**src/rtl/fc_outneuron_writer.sv**
```systemverilog
// rtl/fc_outneuron_writer.sv - drains PO accumulator lanes per group into the FC output neuron RAM (option: FC_RELU_EN)
module fc_outneuron_writer #(
    parameter int OUTNEURON               = 10,
    parameter int PO                      = 2,
    parameter int ACCUM_DATA_WIDTH_FC     = 32,
    parameter int DATA_WIDTH_FC           = 16,
    parameter int FC_OUTNEURON_ADDR_WIDTH = 4,
    parameter int FRAC_SHIFT              = 8
) (
    input  logic                                clock,
    input  logic                                reset,
    input  logic                                enable,
    input  logic                                accum_valid,
    input  logic [ACCUM_DATA_WIDTH_FC*PO-1:0]   accum_all,
    output logic                                busy,
    output logic                                out_neuron_wren,
    output logic [FC_OUTNEURON_ADDR_WIDTH-1:0]  out_neuron_addr,
    output logic [DATA_WIDTH_FC-1:0]            out_neuron_data,
    output logic                                overflow,
    output logic                                done
);

    localparam int AW     = ACCUM_DATA_WIDTH_FC;
    localparam int DW     = DATA_WIDTH_FC;
    localparam int ADDR_W = FC_OUTNEURON_ADDR_WIDTH;
    localparam int LANE_W = (PO > 1) ? $clog2(PO) : 1;
    localparam int BASE_W = $clog2(OUTNEURON + PO + 1);

    localparam logic [LANE_W-1:0]    LAST_LANE = LANE_W'(PO - 1);
    localparam logic [BASE_W-1:0]    BASE_STEP = BASE_W'(PO);
    localparam logic [BASE_W-1:0]    BASE_END  = BASE_W'(OUTNEURON);
    localparam logic signed [AW-1:0] SAT_MAX   = {{(AW-DW+1){1'b0}}, {(DW-1){1'b1}}};
    localparam logic signed [AW-1:0] SAT_MIN   = {{(AW-DW+1){1'b1}}, {(DW-1){1'b0}}};

    typedef enum logic [1:0] {
        IDLE  = 2'd0,
        DRAIN = 2'd1,
        FIN   = 2'd2
    } state_t;

    state_t              state;
    state_t              state_next;
    logic [BASE_W-1:0]   wr_base;
    logic [BASE_W-1:0]   wr_base_next;
    logic [LANE_W-1:0]   lane_idx;
    logic [LANE_W-1:0]   lane_idx_next;
    logic [AW-1:0]       buffer [PO];
    logic                capture;
    logic                wren_next;
    logic [ADDR_W-1:0]   addr_next;
    logic [DW-1:0]       data_next;
    logic                overflow_next;
    logic                done_next;
    logic [BASE_W-1:0]   lane_addr;
    logic [BASE_W-1:0]   base_next;

    // Floor shift back to the stored fixed-point format, then clamp to the signed neuron range.
    function automatic logic [DW-1:0] conv(input logic signed [AW-1:0] x);
        logic signed [AW-1:0] s;
        logic [DW-1:0]        r;
        s = x >>> FRAC_SHIFT;
        if (s > SAT_MAX) begin
            r = {1'b0, {(DW-1){1'b1}}};
        end else if (s < SAT_MIN) begin
            r = {1'b1, {(DW-1){1'b0}}};
        end else begin
            r = s[DW-1:0];
        end
`ifdef FC_RELU_EN
        if (r[DW-1]) begin
            r = '0;
        end
`else
        r = r;
`endif
        return r;
    endfunction

    assign lane_addr = wr_base + BASE_W'(lane_idx);
    assign base_next = wr_base + BASE_STEP;
    assign busy      = (state == DRAIN);

    // Next-state and next-output logic; outputs default to hold, write enable defaults low.
    always_comb begin
        state_next    = state;
        wr_base_next  = wr_base;
        lane_idx_next = lane_idx;
        capture       = 1'b0;
        wren_next     = 1'b0;
        addr_next     = out_neuron_addr;
        data_next     = out_neuron_data;
        overflow_next = overflow;
        done_next     = done;
        case (state)
            IDLE: begin
                if (accum_valid && enable) begin
                    capture       = 1'b1;
                    lane_idx_next = '0;
                    state_next    = DRAIN;
                end
            end
            DRAIN: begin
                // A new group cannot be buffered while one is still draining.
                if (accum_valid && enable) begin
                    overflow_next = 1'b1;
                end
                // Lanes past the last neuron of a partial final group are skipped.
                if (lane_addr < BASE_END) begin
                    wren_next = 1'b1;
                    addr_next = ADDR_W'(lane_addr);
                    data_next = conv(buffer[lane_idx]);
                end
                if (lane_idx == LAST_LANE) begin
                    lane_idx_next = '0;
                    wr_base_next  = base_next;
                    if (base_next >= BASE_END) begin
                        state_next = FIN;
                        done_next  = 1'b1;
                    end else begin
                        state_next = IDLE;
                    end
                end else begin
                    lane_idx_next = lane_idx + LANE_W'(1);
                end
            end
            FIN: begin
                done_next = 1'b1;
            end
            default: begin
                state_next = IDLE;
            end
        endcase
    end

    // State, counters and registered RAM-side outputs.
    always_ff @(posedge clock) begin
        if (reset) begin
            state           <= IDLE;
            wr_base         <= '0;
            lane_idx        <= '0;
            out_neuron_wren <= 1'b0;
            out_neuron_addr <= '0;
            out_neuron_data <= '0;
            overflow        <= 1'b0;
            done            <= 1'b0;
        end else begin
            state           <= state_next;
            wr_base         <= wr_base_next;
            lane_idx        <= lane_idx_next;
            out_neuron_wren <= wren_next;
            out_neuron_addr <= addr_next;
            out_neuron_data <= data_next;
            overflow        <= overflow_next;
            done            <= done_next;
        end
    end

    // Lane buffer: snapshot of the whole group so the accumulators are free immediately.
    always_ff @(posedge clock) begin
        if (reset) begin
            for (int p = 0; p < PO; p++) begin
                buffer[p] <= '0;
            end
        end else if (capture) begin
            for (int p = 0; p < PO; p++) begin
                buffer[p] <= accum_all[p*AW +: AW];
            end
        end
    end

endmodule

```
**config.mk**
```make
export PLATFORM = sky130hd
export DESIGN_NAME = fc_outneuron_writer
export DESIGN_NICKNAME = d
export VERILOG_FILES = /design/src/rtl/fc_outneuron_writer.sv
export SDC_FILE = /design/constraint.sdc
export NUM_CORES = 1
export LEC_CHECK = 0
export CAP_MARGIN = 10
export CORE_AREA = 2 2 117 91
export CTS_BUF_LIST = sky130_fd_sc_hd__clkbuf_2
export DETAILED_ROUTE_END_ITERATION = 8
export DIE_AREA = 0 0 119 93
export GPL_TIMING_DRIVEN = 0
export PLACE_DENSITY = 0.6
export SETUP_SLACK_MARGIN = 0.2
export SLEW_MARGIN = 30
export SYNTH_ARGS = -nofsm -noshare
export SYNTH_HDL_FRONTEND = slang
export SYNTH_SLANG_ARGS = --single-unit
```
**constraint.sdc**
```tcl
create_clock -name clock -period 2.6 [get_ports clock]
set_input_delay 0.39 -clock clock [delete_from_list [all_inputs] [get_ports clock]]
set_output_delay 0.39 -clock clock [all_outputs]
set_load 0.05 [all_outputs]
```
Word-level counts from Yosys, hierarchy flattened
Memories as Yosys holds them, arrays and structs flattened. A register that Yosys moved wholly into a read port is not among the register bits. Cells that the tools add are included.

Memories kept: 1. Logic and storage cells: 60. Output and inout port bits: 24. Register bits: 30. RAM bits: 64. Input bits: 68.

Reduce and logical (&&, ||, !) cells: 11. Add/sub/neg operators: 3. Equal/unequal tests: 5. Bitwise gates (word level): 4. Order comparisons: 4. Multiplexer cells: 24.

Memories: buffer (words 2, width 32, rd ports 1, clocked after memory_dff 1, write ports 2, RTL line 47) `logic [AW-1:0] buffer [PO];`.

Operator list (number): 2-to-1 mux 32 bit (2); 2-to-1 mux 16 bit (2); greater-than comparator 24 x 16 -> 1 bit (second input constant) (1); less-than comparator 24 x 16 -> 1 bit (second input constant) (1); 2-to-1 mux 1 bit (14); AND reduction 2 bit (4); 2-to-1 mux 2 bit (3); case mux 2 bit (3 select lines) (1); AND reduction 3 bit (2); adder 4 x 1 -> 4 bit (1); adder 4 x 2 -> 4 bit (second input constant) (1); greater-or-equal comparator 4 bit (second input constant) (1); less-than comparator 4 bit (second input constant) (1); inequality test 2 x 1 -> 1 bit (second input constant) (2); case mux 1 bit (2 select lines) (2); nonzero test 2 bit (2); == test 2 x 1 -> 1 bit (second input constant) (1); == test 2 bit (second input constant) (1); zero test 2 bit (1); inequality test 2 bit (second input constant) (1); NOT 1 bit (2); OR 1 bit (2); OR reduction 2 bit (1); adder 1 bit (second input constant) (1); logical AND 1 bit (1).

Depth between registers and ports, before layout
Depth after elaboration: 7. Gate-level depth with buffers: 7. Mapped depth without buffers: 6.

Worst setup path after synthesis
No wires, ideal clock.

Path type: register to register. Start point: reg state[1]. End point: mem buffer[0][10] in the netlist's numbering (enable). Arrival time: 1.713 ns. Required time: 2.193 ns. Period minus slack after synthesis: 2.120 ns. Path slack: 0.480 ns. Buffers on the path: 0. Library setup time: 0.407 ns. Cell stages (with the launch flop): 5. Path through: dfxtp_1 > inv_1 > ha_1 > nand3_1 > nand2_1.

RTL lines: start: declaration (RTL line 41) `state_t state;`; start signal: assignment (RTL line 147) `state <= state_next;`; end: declaration (RTL line 47).

Worst setup path in the final report
Start point: reg state[1]. End point: out busy.

Longest elaborated chain between the ends: 1.

Ends and longest elaborated chain: == test 2 x 1 -> 1 bit (RTL line 81) `assign busy = (state == DRAIN);`; end: declaration (RTL line 15) `output logic busy,`.

Every way passes these cells.

==> results.yml <==
clock_network:
  clockBufferDepth: 2
  numClockSinks: 78
  clkLatencyLatePin_ns: 0.54
  root_buffer: "clkbuf_2"
  cts.clk_slew.worst_paths_ns: 0.24
  h-tree-depth: 3
  cts_made_buffers: 9
  cts_tree: "built"
  hold_buffers: 0
global_route:
  grt_use_total_pct: 13.23
  grt_max_degree: 49
  grt_pass1_vias: 2212
  grt_remaining_overflow: 0
  grt_pass1_wl_um: 11050
  antenna_found_initial: 0
sta:
  finalSetupTns_ns: 0
  worst_pin_slew_ns: 0.6746
  rsz0062_at_grt: "false"
  hold_violations: 0
  skew_ns: 0.02445
  min_period_over_period_pct: 83.81
  setup_violations: 0
  fmax_mhz: 458.9
  drv_slew: 0
  period_minus_slack_ns: 2.179
  relSlewSlack_pct: 55.02
drt:
  routed-via-count: 2319
  drc: 0
  dr.pass1.iters: 4
  ant_nets: 0
  drt-total-wl_um: 6910
  viasPerCell: 4.512
  post_drt_wl_per_cell_um: 13.44
  drtIter0Drc: 179
worst_hold_path:
  hold_end: "out_neuron_addr[0]"
  min_path_cells: 2
  hp-start: "out_neuron_addr[0]"
  min_path_type: "register to register"
finish:
  stdcell_count: 514
  area_delta_synth_final_pct: 30.42
  num_antenna_cells: 0
  layout.nets: 446
  drive_above_1_share_pct: 14.55
setup_path:
  r2r-end: "buffer[1][18]"
  rrSetupSlack_ns: 0.57
  r2r_cells: 7
  critPathSlowestCell: "dlygate4sd2_1"
  required_ns: 2.21
  path_cells: "inv_1 -> ha_1 -> dlygate4sd2_1"
  cp_data_arrival_time_ns: 1.79
  end_kind: "primary output"
  cp_slowest_stage_delay_ns: 0.56
  worstPathMaxFanout: 5
  cp-start-kind: "register"
  critPathKind: "register to primary output"
  rr_startpoint: "state[0]"
yosys:
  synth_top_area_share_pct: 42.28
  synth_area_sq_mm: 0.003410
  ys_types: 37
  yosys_warnings: 0
  avgSynthCellArea_sq_um: 11.88
  synth_area_leader_cell: "edfxtp_1"
  ys_seq_area_share_pct: 59.89
  ys_top_cells_by_area: "edfxtp_1 42%, dfxtp_1 18%, and2_1 9.0%"
  netlist_instances: 287
  ys_ff_latch: 78
  syn-num-nets: 360
placement:
  dp.cells: 498
  dpl.hpwl_um: 4958
  globalplace.congestion: 0.7381
  io_buffers: 75
power_and_ir_drop:
  power.density_mw_per_mm2: 558.9
  ir_drop_v: 0.0001720
  cellLeakagePower_nw: 1.607
floorplanning:
  ioPinCount: 92
  rows: 32
  die_h_um: 93
  dieArea_sq_mm: 0.01107
  core_sq_mm: 0.009970
  start_util_pct: 34.20
  fp.dieW_um: 119
flow_run:
  cap_viol_max_count: 0
status:
  status: "finished, final reports clean"
cell type report:
type | count | area (sq um)
flip-flops and latches | 78 | 2042
clock inverters | 7 | 65.06
well taps | 136 | 170.2
clock buffers | 9 | 45.04
repair buffers | 75 | 749.5
multi-input cells | 186 | 1255
plain buffers | 16 | 93.84
inverters | 7 | 26.28
fillers | 954 | 5523
through the flow:
stage	instance area, sq um	setup WS, ns	utilization (%)	hold slack (ns)	total power [mW]
2_1_floorplan	3410	0.4803	-	0.4870	1.712
3_3_place_gp	4330	-0.5279	43.44	0.4482	1.890
3_5_place_dp	4338	0.2216	43.51	0.4603	1.892
4_1_cts	4447	0.3633	44.60	0.4223	2.520
5_1_grt	4447	0.2780	44.60	0.4103	2.613
6_report	4447	0.4209	44.60	0.4776	2.485
how the worst max path moves through the flow:
| stage | slack (ns) | startpoint | depth (start not counted) | endpoint |
|---|---|---|---|---|
| floorplan | 0.48 | state[1] | 4 | buffer[0][10] |
| global placement | -0.53 | reset | 4 | buffer[0][22] |
| detailed placement | 0.22 | enable | 6 | buffer[1][14] |
| CTS | 0.36 | state[1] | 3 | busy |
| global route | 0.28 | state[1] | 3 | busy |
| finish | 0.42 | state[1] | 3 | busy |
cell families after synthesis:
group	synth area share, %
XOR/XNOR	0.7708
buffers and inverters	3.523
multiplexers	5.248
adder cells (fa/ha/maj)	1.835
AND/OR/NAND/NOR	19.71
flip-flops	59.89
AO/OA/AOI/OAI	9.028
cell usage after synthesis:
| master | instances |
|---|---|
| nand2b_1 | 2 |
| xor2_1 | 1 |
| a211oi_2 | 11 |
| buf_6 | 2 |
| nor3b_1 | 1 |
| nor3_4 | 1 |
| o211ai_2 | 1 |
| buf_2 | 3 |
| nor2b_1 | 3 |
| a21o_1 | 1 |
| buf_4 | 4 |
| dfxtp_1 | 30 |
| mux2i_1 | 1 |
| buf_1 | 1 |
| nor4_1 | 4 |
| o21ai_2 | 1 |
| nand2_1 | 14 |
| and2_1 | 49 |
| a31oi_1 | 3 |
| edfxtp_1 | 48 |
| nor3_1 | 3 |
| nand4_1 | 4 |
| o2111ai_1 | 1 |
| a211oi_1 | 5 |
| nor2_1 | 26 |
| inv_1 | 7 |
| mux2_2 | 15 |
| nand3_1 | 19 |
| o31ai_1 | 1 |
| o21ai_1 | 1 |
| o21ai_0 | 2 |
| clkbuf_1 | 6 |
| a32oi_1 | 1 |
| o211a_1 | 1 |
| xnor2_1 | 2 |
| a21oi_1 | 7 |
| ha_1 | 5 |
cells in the final DEF (no fill, tap or decap), drive strengths merged:
cell type,n
nand2b,2
xnor2,2
dfxtp,30
edfxtp,48
o211ai,1
o211a,1
o21ai,4
nand3,19
o2111ai,1
xor2,1
nor3b,1
mux2i,1
clkdlybuf4s50,74
a21oi,7
a32oi,1
nand4,4
nor4,4
nand2,14
a21o,1
nor2,26
dlygate4sd2,1
clkbuf,15
nor2b,3
clkinvlp,1
and2,49
inv,11
ha,5
a31oi,3
o31ai,1
mux2,15
clkinv,2
buf,10
a211oi,16
nor3,4
per-layer routing:
metal / up-vias / GRT usage (%) / wire length, um
li1: 1187 / - / -
met1: 1055 / 18.34 / 3450
met2: 71 / 19.25 / 2957
met3: 6 / 5.305 / 440
met4: 0 / 3.274 / 61
met5: - / 0 / 0
worst max-delay path, delay by kind of cell, from the launching register on:
family | cells | cell delay [ns]
flops | 1 | 0.36
buf+inv | 2 | 0.65
fa+ha+maj | 1 | 0.26
report_power, final:
group | switching [mW] | total, mW | leakage [nW] | internal (mW)
registers | 0.0331 | 1.43 | 0.753 | 1.40
clock network | 0.474 | 0.624 | 0.0669 | 0.151
logic | 0.239 | 0.430 | 0.787 | 0.190
total | 0.746 | 2.49 | 1.61 | 1.74
registers in the layout, summed over array words and instances, names as in the netlist, named ones only:
register,cells
state,2
out_neuron_addr,4
lane_idx,1
buffer,48
wr_base,3
out_neuron_wren,1
done,1
overflow,1
out_neuron_data,16
what timing repair did:
action                     4_1_cts  5_1_grt
setup buffers                    0        0
setup endpoints to repair        1        0
resized for setup                1        0
No activity file was read; power rests on OpenSTA's default activity.
